## src/rtl/ber_pkg.sv

```systemverilog
// Shared types and defaults for the PRBS BER test controller.
package ber_pkg;

  typedef enum logic [2:0] {
    IDLE    = 3'd0,
    ARM     = 3'd1,
    MEASURE = 3'd2,
    DRAIN   = 3'd3
  } ber_state_t;

  localparam int unsigned CNT_W_DEF = 48;

endpackage

```

## src/rtl/ber_sat_accum.sv

```systemverilog
// Saturating accumulator with a sticky saturation flag.
module ber_sat_accum #(
  parameter int unsigned IN_W  = 9,
  parameter int unsigned OUT_W = 48
) (
  input  logic             clk,
  input  logic             reset,
  input  logic             clear,
  input  logic             add_en,
  input  logic [IN_W-1:0]  add_val,
  output logic [OUT_W-1:0] sum,
  output logic             sat
);

  // One spare bit above the wider operand so the overflow test never wraps
  localparam int unsigned EXT_W = ((IN_W > OUT_W) ? IN_W : OUT_W) + 1;
  localparam logic [EXT_W-1:0] MAX_EXT = {{(EXT_W-OUT_W){1'b0}}, {OUT_W{1'b1}}};

  logic [EXT_W-1:0] total_c;
  logic             ovf_c;

  // Unclamped sum and overflow detect
  always_comb begin
    total_c = EXT_W'(sum) + EXT_W'(add_val);
    ovf_c   = (total_c > MAX_EXT);
  end

  // Accumulate, clamping at all-ones; clear has priority
  always_ff @(posedge clk or posedge reset) begin
    if (reset) begin
      sum <= '0;
      sat <= 1'b0;
    end else if (clear) begin
      sum <= '0;
      sat <= 1'b0;
    end else if (add_en) begin
      sum <= ovf_c ? '1 : OUT_W'(total_c);
      sat <= sat | ovf_c;
    end
  end

endmodule

```

## src/rtl/ber_test_ctrl.sv

```systemverilog
// Sequences one PRBS BER test: arm, wait for lock, measure, report.
module ber_test_ctrl
  import ber_pkg::*;
#(
  parameter int unsigned WIDTH        = 8,
  parameter int unsigned CNT_W        = CNT_W_DEF,
  parameter int unsigned LOCK_TIMEOUT = 1024
) (
  input  logic             clk,
  input  logic             reset,
  input  logic             start,
  input  logic             abort,
  input  logic [31:0]      test_len,
  output logic             gen_en,
  output logic             chk_en,
  input  logic             chk_lock,
  input  logic [WIDTH:0]   chk_err_num,
  output logic             busy,
  output logic             done,
  output logic             lock_fail,
  output logic [CNT_W-1:0] bits_tested,
  output logic [CNT_W-1:0] err_total,
  output logic             err_sat,
  output logic [7:0]       relock_cnt
);

  localparam int unsigned ERR_W = WIDTH + 1;
  localparam int unsigned LEN_W = 32;
  localparam int unsigned TMO_W = $clog2(LOCK_TIMEOUT + 1);
  localparam logic [TMO_W-1:0] TMO_LAST = TMO_W'(LOCK_TIMEOUT - 1);

  ber_state_t       state, next_state;
  logic [TMO_W-1:0] tmo_q;
  logic [LEN_W-1:0] wcnt_q;
  logic [LEN_W-1:0] len_q;
  logic [ERR_W-1:0] err_q;

  logic accept_c, count_c, last_word_c, timeout_c, relock_c;
  logic gen_en_d, busy_d, done_d;
  logic bits_sat, errs_sat;

  // State register
  always_ff @(posedge clk or posedge reset) begin
    if (reset) state <= IDLE;
    else       state <= next_state;
  end

  // Next-state logic and per-cycle events; abort overrides everything
  always_comb begin
    next_state  = state;
    accept_c    = 1'b0;
    count_c     = 1'b0;
    timeout_c   = 1'b0;
    relock_c    = 1'b0;
    last_word_c = (len_q != '0) && ((wcnt_q + LEN_W'(1)) == len_q);
    case (state)
      IDLE: begin
        if (start && !abort) begin
          accept_c   = 1'b1;
          next_state = ARM;
        end
      end
      ARM: begin
        if (abort)                 next_state = IDLE;
        else if (chk_lock)         next_state = MEASURE;
        else if (tmo_q == TMO_LAST) begin
          timeout_c  = 1'b1;
          next_state = IDLE;
        end
      end
      MEASURE: begin
        if (abort) begin
          next_state = IDLE;
        end else if (chk_lock) begin
          count_c = 1'b1;
          if (last_word_c) next_state = DRAIN;
        end else begin
          relock_c   = 1'b1;
          next_state = ARM;
        end
      end
      DRAIN:   next_state = IDLE;
      default: next_state = IDLE;
    endcase
  end

  // Output decode from the upcoming state so registered outputs line up with it
  always_comb begin
    gen_en_d = 1'b0;
    busy_d   = 1'b0;
    done_d   = 1'b0;
    gen_en_d = (next_state == ARM) || (next_state == MEASURE);
    busy_d   = (next_state != IDLE);
    done_d   = timeout_c || (next_state == DRAIN);
  end

  // Registered control outputs
  always_ff @(posedge clk or posedge reset) begin
    if (reset) begin
      gen_en <= 1'b0;
      chk_en <= 1'b0;
      busy   <= 1'b0;
      done   <= 1'b0;
    end else begin
      gen_en <= gen_en_d;
      chk_en <= gen_en_d;
      busy   <= busy_d;
      done   <= done_d;
    end
  end

  // Timeout, word count, latched length, error pipeline and sticky status
  always_ff @(posedge clk or posedge reset) begin
    if (reset) begin
      tmo_q      <= '0;
      wcnt_q     <= '0;
      len_q      <= '0;
      err_q      <= '0;
      relock_cnt <= '0;
      lock_fail  <= 1'b0;
    end else begin
      tmo_q <= ((state == ARM) && (next_state == ARM)) ? tmo_q + TMO_W'(1) : '0;
      err_q <= count_c ? chk_err_num : '0;
      if (accept_c) begin
        wcnt_q     <= '0;
        len_q      <= test_len;
        relock_cnt <= '0;
        lock_fail  <= 1'b0;
      end else begin
        if (count_c) wcnt_q <= wcnt_q + LEN_W'(1);
        if (relock_c && (relock_cnt != 8'hFF)) relock_cnt <= relock_cnt + 8'd1;
        if (timeout_c) lock_fail <= 1'b1;
      end
    end
  end

  // Bits measured: WIDTH per locked word
  ber_sat_accum #(.IN_W(ERR_W), .OUT_W(CNT_W)) u_bits (
    .clk     (clk),
    .reset   (reset),
    .clear   (accept_c),
    .add_en  (count_c),
    .add_val (ERR_W'(WIDTH)),
    .sum     (bits_tested),
    .sat     (bits_sat)
  );

  // Error total: err_q is zero on uncounted cycles, so adding while active is exact
  ber_sat_accum #(.IN_W(ERR_W), .OUT_W(CNT_W)) u_errs (
    .clk     (clk),
    .reset   (reset),
    .clear   (accept_c),
    .add_en  (state != IDLE),
    .add_val (err_q),
    .sum     (err_total),
    .sat     (errs_sat)
  );

  assign err_sat = bits_sat | errs_sat;

endmodule

```

## config.mk

```make
export PLATFORM = sky130hd
export DESIGN_NAME = ber_test_ctrl
export DESIGN_NICKNAME = d
export VERILOG_FILES = /design/src/rtl/ber_pkg.sv /design/src/rtl/ber_sat_accum.sv /design/src/rtl/ber_test_ctrl.sv
export SDC_FILE = /design/constraint.sdc
export NUM_CORES = 1
export LEC_CHECK = 0
export CORE_MARGIN = 2
export CORE_UTILIZATION = 49
export CTS_BUF_LIST = sky130_fd_sc_hd__clkbuf_8
export DETAILED_ROUTE_END_ITERATION = 12
export PLACE_DENSITY = 0.81
export SLEW_MARGIN = 20
export SYNTH_ARGS = -nofsm -noshare
export SYNTH_HDL_FRONTEND = slang
export SYNTH_SLANG_ARGS = --single-unit
```

## constraint.sdc

```tcl
create_clock -name clk -period 7.6 [get_ports clk]
set_input_delay 1.14 -clock clk [delete_from_list [all_inputs] [get_ports clk]]
set_output_delay 1.14 -clock clk [all_outputs]
set_load 0.01 [all_outputs]
```

# Word level (Yosys, flattened, before mapping)
# Index checks and enable logic that the tools add are counted.
[op_classes]
n_addsub = 5
multipliers = 0
div = 0
magnitude_cmp = 2
n_eq_ne = 8
shift = 0
mux = 38
bitwise = 3
n_reduce_logical = 15
[ops]
columns = ["operator", "n"]
rows = [
  ["$mux 48", 6],
  ["$gt 49x48->1 const B", 2],
  ["$mux 32", 2],
  ["$add 48x4->49 const B", 1],
  ["$add 48x9->49", 1],
  ["$add 32x1->32 const B", 1],
  ["$eq 32x32->1", 1],
  ["$reduce_bool 32->1", 1],
  ["$mux 3", 7],
  ["$mux 1", 18],
  ["$mux 8", 2],
  ["$add 11x1->11 const B", 1],
  ["$eq 11x10->1 const B", 1],
  ["$mux 11", 1],
  ["$eq 3x2->1 const B", 3],
  ["$mux 9", 1],
  ["$pmux 3 s3", 1],
  ["$add 8x1->8 const B", 1],
  ["$ne 8x8->1 const B", 1],
  ["$reduce_bool 2->1", 4],
  ["$eq 3x1->1 const B", 2],
  ["$reduce_bool 3->1", 2],
  ["$logic_and 1x1->1", 4],
  ["$logic_not 3->1", 1],
  ["other kinds (3)", 6],
]
[totals]
regBits = 197
latchBits = 0
ram_bits = 0
mem_bits_ro = 0
in_bits = 46
output_inout_bits = 110
elab_cells = 85
n_memories = 0

# Longest topological paths before layout
# Gate-level depths: netlist of run 1.
[logic_depth]
ltp_word = 10
depth_mapped = 13
mapped_depth_nobuf = 12

# Hierarchy
# A second synthesis of run 1 with hierarchy kept.
[unflattened]
cells_unflattened = 1319
area_unflattened_um2 = 11860.1
[by_module_without_submodules]
columns = ["mod", "n_inst", "cells_each", "area_per_inst_um2", "seq_area_each_um2"]
rows = [
  ["ber_test_ctrl", 1, 605, 5282.6, 2477.4],
  ["ber_sat_accum at u_errs", 1, 357, 3294.4, 1226.2],
  ["ber_sat_accum at u_bits", 1, 357, 3283.1, 1226.2],
]

# Worst setup path after synthesis of run 1
# OpenSTA, ideal clock, no wires.
[synth_timing]
path_kind = "register to register"
from = "register u_bits.sum[4]"
to = "register u_bits.sum[29]"
setup_time_ns = 0.087
arrival_time_ns = 3.201
required_ns = 7.513
path_slack_ns = 4.312
path_stages_with_launch = 13
n_path_buf = 2
path_cell_list = "dfrtp_1 -> ha_1 -> buf_2 -> nand4_1 -> nor4_2 -> xnor2_1 -> o21ai_0 -> or4_1 -> a2111oi_0 -> a21o_2 -> nor2_2 -> buf_6 -> a211oi_2"
[synth_via]
elab_chain_cells = 5
[synth_lines]
columns = ["item", "line_no", "text"]
rows = [
  ["start: declaration", "ber_sat_accum.sv:11", "output logic [OUT_W-1:0] sum,"],
  ["start signal: assignment", "ber_sat_accum.sv:37", "sum <= ovf_c ? '1 : OUT_W'(total_c);"],
  ["$add 48x4->49 (*)", "ber_sat_accum.sv:24", "total_c = EXT_W'(sum) + EXT_W'(add_val);"],
  ["$gt 49x48->1", "ber_sat_accum.sv:25", "ovf_c = (total_c > MAX_EXT);"],
  ["$mux 48 (*)", "ber_sat_accum.sv:37", ""],
  ["$mux 48 (*)", "ber_sat_accum.sv:36", "end else if (add_en) begin"],
  ["$mux 48 (*)", "ber_sat_accum.sv:33", "end else if (clear) begin"],
]
# Mark *: on every way between the ends. The rest lies on a longest branch, timed or not. The select of a mux whose other input is x is not followed.
# A chain may end at the register's enable or synchronous reset.

# Worst setup path after layout of run 1
[layout_timing]
from = "register u_bits.sum[3]"
to = "register u_bits.sum[21]"
# Same word-level chain as after synthesis.

==> results of run 1 <==
[registers in the layout, indices dropped and copies added (netlist names)]
name,cells
busy,1
chk_en,1
done,1
err_q,9
len_q,32
lock_fail,1
relock_cnt,8
state,3
tmo_q,11
u_bits.sat,1
u_bits.sum,46
u_errs.sat,1
u_errs.sum,48
wcnt_q,32
[kinds of logic (layout without fill, tap and decap cells)]
family / Yosys count / in the layout / share of synthesized area [%]
and+or+nand+nor: 623 / 623 / 27.40
AOI/OAI and AO/OA: 298 / 298 / 17.17
DFF: 195 / 195 / 43.09
buffers and inverters: 109 / 222 / 3.944
xor gates and xnor gates: 75 / 75 / 5.800
adders and majority gates: 15 / 15 / 1.724
muxes: 9 / 9 / 0.8397
other: 1 / 1 / 0.03311
[final cells by class]
| cell class | count | area (µm²) | share of cell area [%] |
|---|---|---|---|
| repair buffers | 164 | 1619 | 12.11 |
| multi-input cells | 1021 | 6008 | 44.95 |
| inverters | 27 | 108.9 | 0.8143 |
| clock inverters | 12 | 133.9 | 1.001 |
| flip-flops and latches | 195 | 4880 | 36.50 |
| well taps | 285 | 356.6 | 2.668 |
| clock buffers | 19 | 261.5 | 1.956 |
[report_power, final]
group	internal, mW	leakage [nW]	switching [mW]
combinational	0.0906	2.65	0.106
sequential	1.07	2.67	0.0519
clock	0.309	0.197	0.378
total	1.47	5.52	0.536
[per-layer routing]
metal  wire, µm  part of all wire (%)  global-route usage (%)  up-vias
met3       2151                   7.1                   3.500       54
li1           -                     -                       -     5003
met5          0                     0                       0        -
met2      14050                    46                   39.23      490
met1      13420                    44                   35.03     5189
met4        694                   2.3                   9.567        0
[through the flow]
step | power, mW | hold WS, ns | util, %
5_1_grt | 2.092 | 0.5305 | 59.04
3_5_place_dp | 1.343 | 0.4801 | 57.30
2_1_floorplan | 1.258 | 0.4394 | -
3_3_place_gp | 1.336 | 0.4624 | 57.30
6_report | 2.011 | 0.5001 | 59.04
4_1_cts | 2.020 | 0.5033 | 59.04
[final timing paths]
check | startpoint | to | slack, ns | cells after the start
max in group asynchronous | reset | u_bits.sum[11] | 4.91 | 3
min in group asynchronous | reset | relock_cnt[4] | 1.23 | 2
hold / removal | tmo_q[0] | tmo_q[0] | 0.50 | 1
setup reg to reg | u_bits.sum[3] | u_bits.sum[21] | 3.39 | 10
setup / recovery | u_bits.sum[3] | u_bits.sum[21] | 3.39 | 10
hold reg to reg | tmo_q[0] | tmo_q[0] | 0.50 | 1
[cells in the final DEF (no fill, tap or decap), types with 28 or more instances in the layout]
master and count:
sky130_fd_sc_hd__a21oi_1 59, sky130_fd_sc_hd__clkdlybuf4s50_1 155, sky130_fd_sc_hd__dfrtp_1 195, sky130_fd_sc_hd__inv_1 28, sky130_fd_sc_hd__nand2_1 201, sky130_fd_sc_hd__nand3_1 77, sky130_fd_sc_hd__nand4_1 50, sky130_fd_sc_hd__nor2_1 108
sky130_fd_sc_hd__o21ai_0 84, sky130_fd_sc_hd__xnor2_1 42, sky130_fd_sc_hd__xor2_1 33
==> metrics, run 1 <==
clock latency on the worst-skew pair 0.48 ns; outcome complete, no violations; Power Dens Cells 150.4 nW/µm²; number of clock buffers inserted by TritonCTS 17; clock skew after layout 0.01655 ns; total wirelength of the detailed-routed design 30310 µm; Die Footprint 24340 µm²; DRC 0; total count of hold-check failures in the final report 0; count of input and output buffers 155; die height 156.0 µm; CTS tree built; x dimension of the die 156.0 µm; part of the cycle the worst path needs 55.38%; antenna violations before repair 0; number of rows in the core area 55; number of warnings printed during yosys synthesis 0; main flop type after synthesis sky130_fd_sc_hd__dfrtp_1; fill cell count 1968; global-route wire length before repair 49580 µm; last weighted congestion value of the routability-driven placer 0.9225; setup repair after global routing missed its margin false; Slowest-stage cell, CP sky130_fd_sc_hd__nor2_2; peak supply drop 0.0001035 V; Post-layout nets 1487; vias in the first global route 9786; number of sinks on the clock net 195; Antenna Cells 0; asr flop ratio synth 100.0%; Netlist cell types 71; top cells by instance count after synthesis sky130_fd_sc_hd__nand2_1 (202), sky130_fd_sc_hd__dfrtp_1 (195), sky130_fd_sc_hd__nor2_1 (108), sky130_fd_sc_hd__o21ai_0 (84), sky130_fd_sc_hd__nand3_1 (77); layout overhead on the synthesized area 18.04%; leakage power figure 5.516 nW; setup total negative slack 0 ns; number of synthesized flops with an enable pin 0; Worst setup SP type flip-flop; post-synth design cell area 11320 µm²; starting DRC count in detailed routing 967; CP Cell Sequence ha_1 > nand4_1 > or4_1 > o21ai_0 > a41oi_1 > o21ai_0 > a2111oi_0 > a21o_2 > nor2_2 > a311oi_1; count of TritonRoute iterations in the first routing pass 5; dpl cells 1692; post-CTS setup buffer count 0; slack of the critical path 3.391 ns; finished layout cell area 13370 µm²; Post-Synthesis Cells 1325; mean instance size in the synthesized netlist 8.547 µm²; maximum number of pins on one net before global-route repair 133; top achievable clock speed 0.2376 GHz; total routing resource utilization after global routing 24.90%; number of vias per cell 6.231; CTS Root Cell sky130_fd_sc_hd__clkbuf_8; critical path data arrival time 4.51 ns; number of storage elements in the synthesis netlist 195; path category of the worst min-delay check reg2reg; maximum fanout along the worst path 18; Max Cap Violations 0; critical path data required time 7.90 ns; Detail Route Antenna Nets 0; final-report setup violation count 0; most used standard cell by instance count after synthesis sky130_fd_sc_hd__nand2_1; Floorplan Core Area 22640 µm²; cts hold-fix bufs 0; Layout Cells excl Fill 1723; maximum level of the CTS H-tree 4; final critical path time including I/O delays and setup 4.209 ns; Crit Path Category reg2reg; number of nets produced by synthesis 1386; via count 10740; cell type with the largest total area after synthesis sky130_fd_sc_hd__dfrtp_1; initial standard-cell utilization of the core 50.02%; largest cells by area after synthesis sky130_fd_sc_hd__dfrtp_1 (43%), sky130_fd_sc_hd__nand2_1 (6.7%), sky130_fd_sc_hd__o21ai_0 (3.7%), sky130_fd_sc_hd__nor2_1 (3.6%), sky130_fd_sc_hd__nand3_1 (3.4%); sequential area share after synthesis 43.09%; number of pins with negative max-slew slack in the final report 0; count of buffering cells on the critical path with inverters included 0; kind of capture point of the worst setup path flip-flop; most common cell type on the critical path sky130_fd_sc_hd__o21ai_0; overflow left after global routing 0; number of gates resized after cts 0; fraction of final layout cells sized beyond drive strength 1 4.520%; normalized max-slew margin 24.86%; share of the synthesized area in the top cell type 43.09%; standard cell area after detailed placement 12970 µm²; transition time at the pin with the least slew margin 1.123 ns; CTS clk-pin slew, worst paths 0.09 ns; worst setup slack after placement 3.557 ns; top cell family by delay on the critical path simple AND/OR/NAND/NOR gates; largest stage delay on the critical path 0.79 ns; DP Wirelength 20720 µm; number of placed I/O pins 156; average wire per cell in the routed design 17.59 µm; maximum count of clock buffers along a single path 2
Power figures use the tool's default switching activity.
==> inputs of run 2 (changes only) <==
- clock period: 7.6 -> 3.9 ns (I/O delays scaled with it)
==> metrics, run 2 (same netlist as run 1, synthesis figures left out) <==
number of pins with negative max-slew slack in the final report 0; DRC 0; maximum count of clock buffers along a single path 2; layout overhead on the synthesized area 19.56%; Worst setup SP type flip-flop; kind of capture point of the worst setup path flip-flop; top cell family by delay on the critical path simple AND/OR/NAND/NOR gates; global-route wire length before repair 51470 µm; setup repair after global routing missed its margin false; Antenna Cells 0; setup total negative slack 0 ns; maximum fanout along the worst path 11; via count 10840; Max Cap Violations 0; critical path data required time 4.28 ns; path category of the worst min-delay check reg2reg; clock latency on the worst-skew pair 0.48 ns; number of clock buffers inserted by TritonCTS 17; Die Footprint 24340 µm²; count of buffering cells on the critical path with inverters included 1; Slowest-stage cell, CP sky130_fd_sc_hd__or4_1; clock skew after layout 0.01482 ns; Layout Cells excl Fill 1740; final critical path time including I/O delays and setup 3.725 ns; dpl cells 1708; count of TritonRoute iterations in the first routing pass 6; initial standard-cell utilization of the core 50.02%; leading cell type in the layout, fill and taps excluded sky130_fd_sc_hd__nand2_1; leakage power figure 5.618 nW; Detail Route Antenna Nets 0; most flop-heavy register u_errs.sum; final-report setup violation count 0; outcome complete, no violations; total routing resource utilization after global routing 26.01%; count of input and output buffers 155; slack of the critical path 0.1747 ns; CTS clk-pin slew, worst paths 0.10 ns; CP Cell Sequence ha_1 > nand4_1 > or4_1 > nor2_2 > nand3_1 > xor2_1 > a2111oi_2 > a21o_2 > nor2_2 > buf_4 > a311oi_1; maximum number of pins on one net before global-route repair 81; last weighted congestion value of the routability-driven placer 0.9946; transition time at the pin with the least slew margin 0.8777 ns; Crit Path Category reg2reg; part of the cycle the worst path needs 95.52%; number of placed I/O pins 156; fill cell count 1953; top flop regs u_errs.sum: 48 flops, u_bits.sum: 46 flops; vias in the first global route 10100; die height 156.0 µm; DP Wirelength 21870 µm; normalized max-slew margin 41.49%; flip-flop count of the largest register after layout 48; overflow left after global routing 0; total count of hold-check failures in the final report 0; CTS Root Cell sky130_fd_sc_hd__clkbuf_8; number of vias per cell 6.232; most common cell type on the critical path sky130_fd_sc_hd__nor2_2; worst setup slack after placement 0.3532 ns; maximum level of the CTS H-tree 4; Post-layout nets 1503; number of sinks on the clock net 195; largest stage delay on the critical path 0.62 ns; Finished Core Util 59.80%; critical path data arrival time 4.10 ns; average wire per cell in the routed design 17.97 µm; CTS tree built; total wirelength of the detailed-routed design 31270 µm; number of rows in the core area 55; Power Dens Cells 290.5 nW/µm²; fraction of final layout cells sized beyond drive strength 1 5.773%; top achievable clock speed 0.2684 GHz; most frequent cells in the layout sky130_fd_sc_hd__nand2_1 (201), sky130_fd_sc_hd__dfrtp_1 (195), sky130_fd_sc_hd__clkdlybuf4s50_1 (155); starting DRC count in detailed routing 1088; x dimension of the die 156.0 µm; peak supply drop 0.0001938 V; antenna violations before repair 0; Floorplan Core Area 22640 µm²
-- run 2: cell types whose count changed in the layout (fill, tap and decap cells not counted), sizes merged --
cell | previous run | this run
buf | 9 | 25
clkinv | 3 | 5
inv | 31 | 30
-- run 2: worst min-delay path, delay by kind of cell, from the launching register on --
family / cells / cell delay [ns]
flops: 1 / 0.36
simple gates: 2 / 0.10
-- run 2: final timing paths --
kind / depth (start not counted) / start / end / slack, ns
worst max-delay path: 11 / u_bits.sum[3] / u_bits.sum[21] / 0.17
worst min-delay path: 2 / u_errs.sat / u_errs.sat / 0.49
worst max register to register: 11 / u_bits.sum[3] / u_bits.sum[21] / 0.17
worst min register to register: 2 / u_errs.sat / u_errs.sat / 0.49
max in group asynchronous: 3 / reset / u_errs.sum[35] / 2.40
min in group asynchronous: 2 / reset / tmo_q[0] / 0.62
-- run 2: layout make-up --
cell class	instances	area, µm²	share of cell area, %
Clock buffer	19	261.5	1.931
Sequential cell	195	4880	36.04
Inverter	27	105.1	0.7763
Clock inverter	13	132.6	0.9796
Tap cell	285	356.6	2.634
Multi-Input combinational cell	1021	6015	44.42
Timing Repair Buffer	180	1789	13.22
-- run 2: metrics by stage --
stage / hold slack [ns] / total power, mW / area (µm²)
floorplan: 0.4394 / 2.451 / 11330
global placement: 0.4607 / 2.612 / 13140
detailed placement: 0.4672 / 2.627 / 13140
CTS: 0.4952 / 3.949 / 13530
global route: 0.5291 / 4.094 / 13540
finish: 0.4922 / 3.933 / 13540
-- run 2: routing by layer --
layer	up-vias	track usage [%]	wire, µm
li1	5035	-	-
met1	5252	36.54	13770
met2	499	42.50	14810
met3	57	3.556	2163
met4	0	7.077	521
met5	-	0	0
-- run 2: power breakdown --
| group | internal (mW) | switching [mW] | total (mW) |
|---|---|---|---|
| Clock | 0.602 | 0.743 | 1.34 |
| Combinational | 0.184 | 0.210 | 0.393 |
| Sequential | 2.09 | 0.100 | 2.19 |
-- run 2: what timing repair did --
item | in CTS | in global routing
setup endpoints to repair | 0 | 6
gates resized for setup | 0 | 2
hold buffers | 0 | 0
buffers inserted | 0 | 0
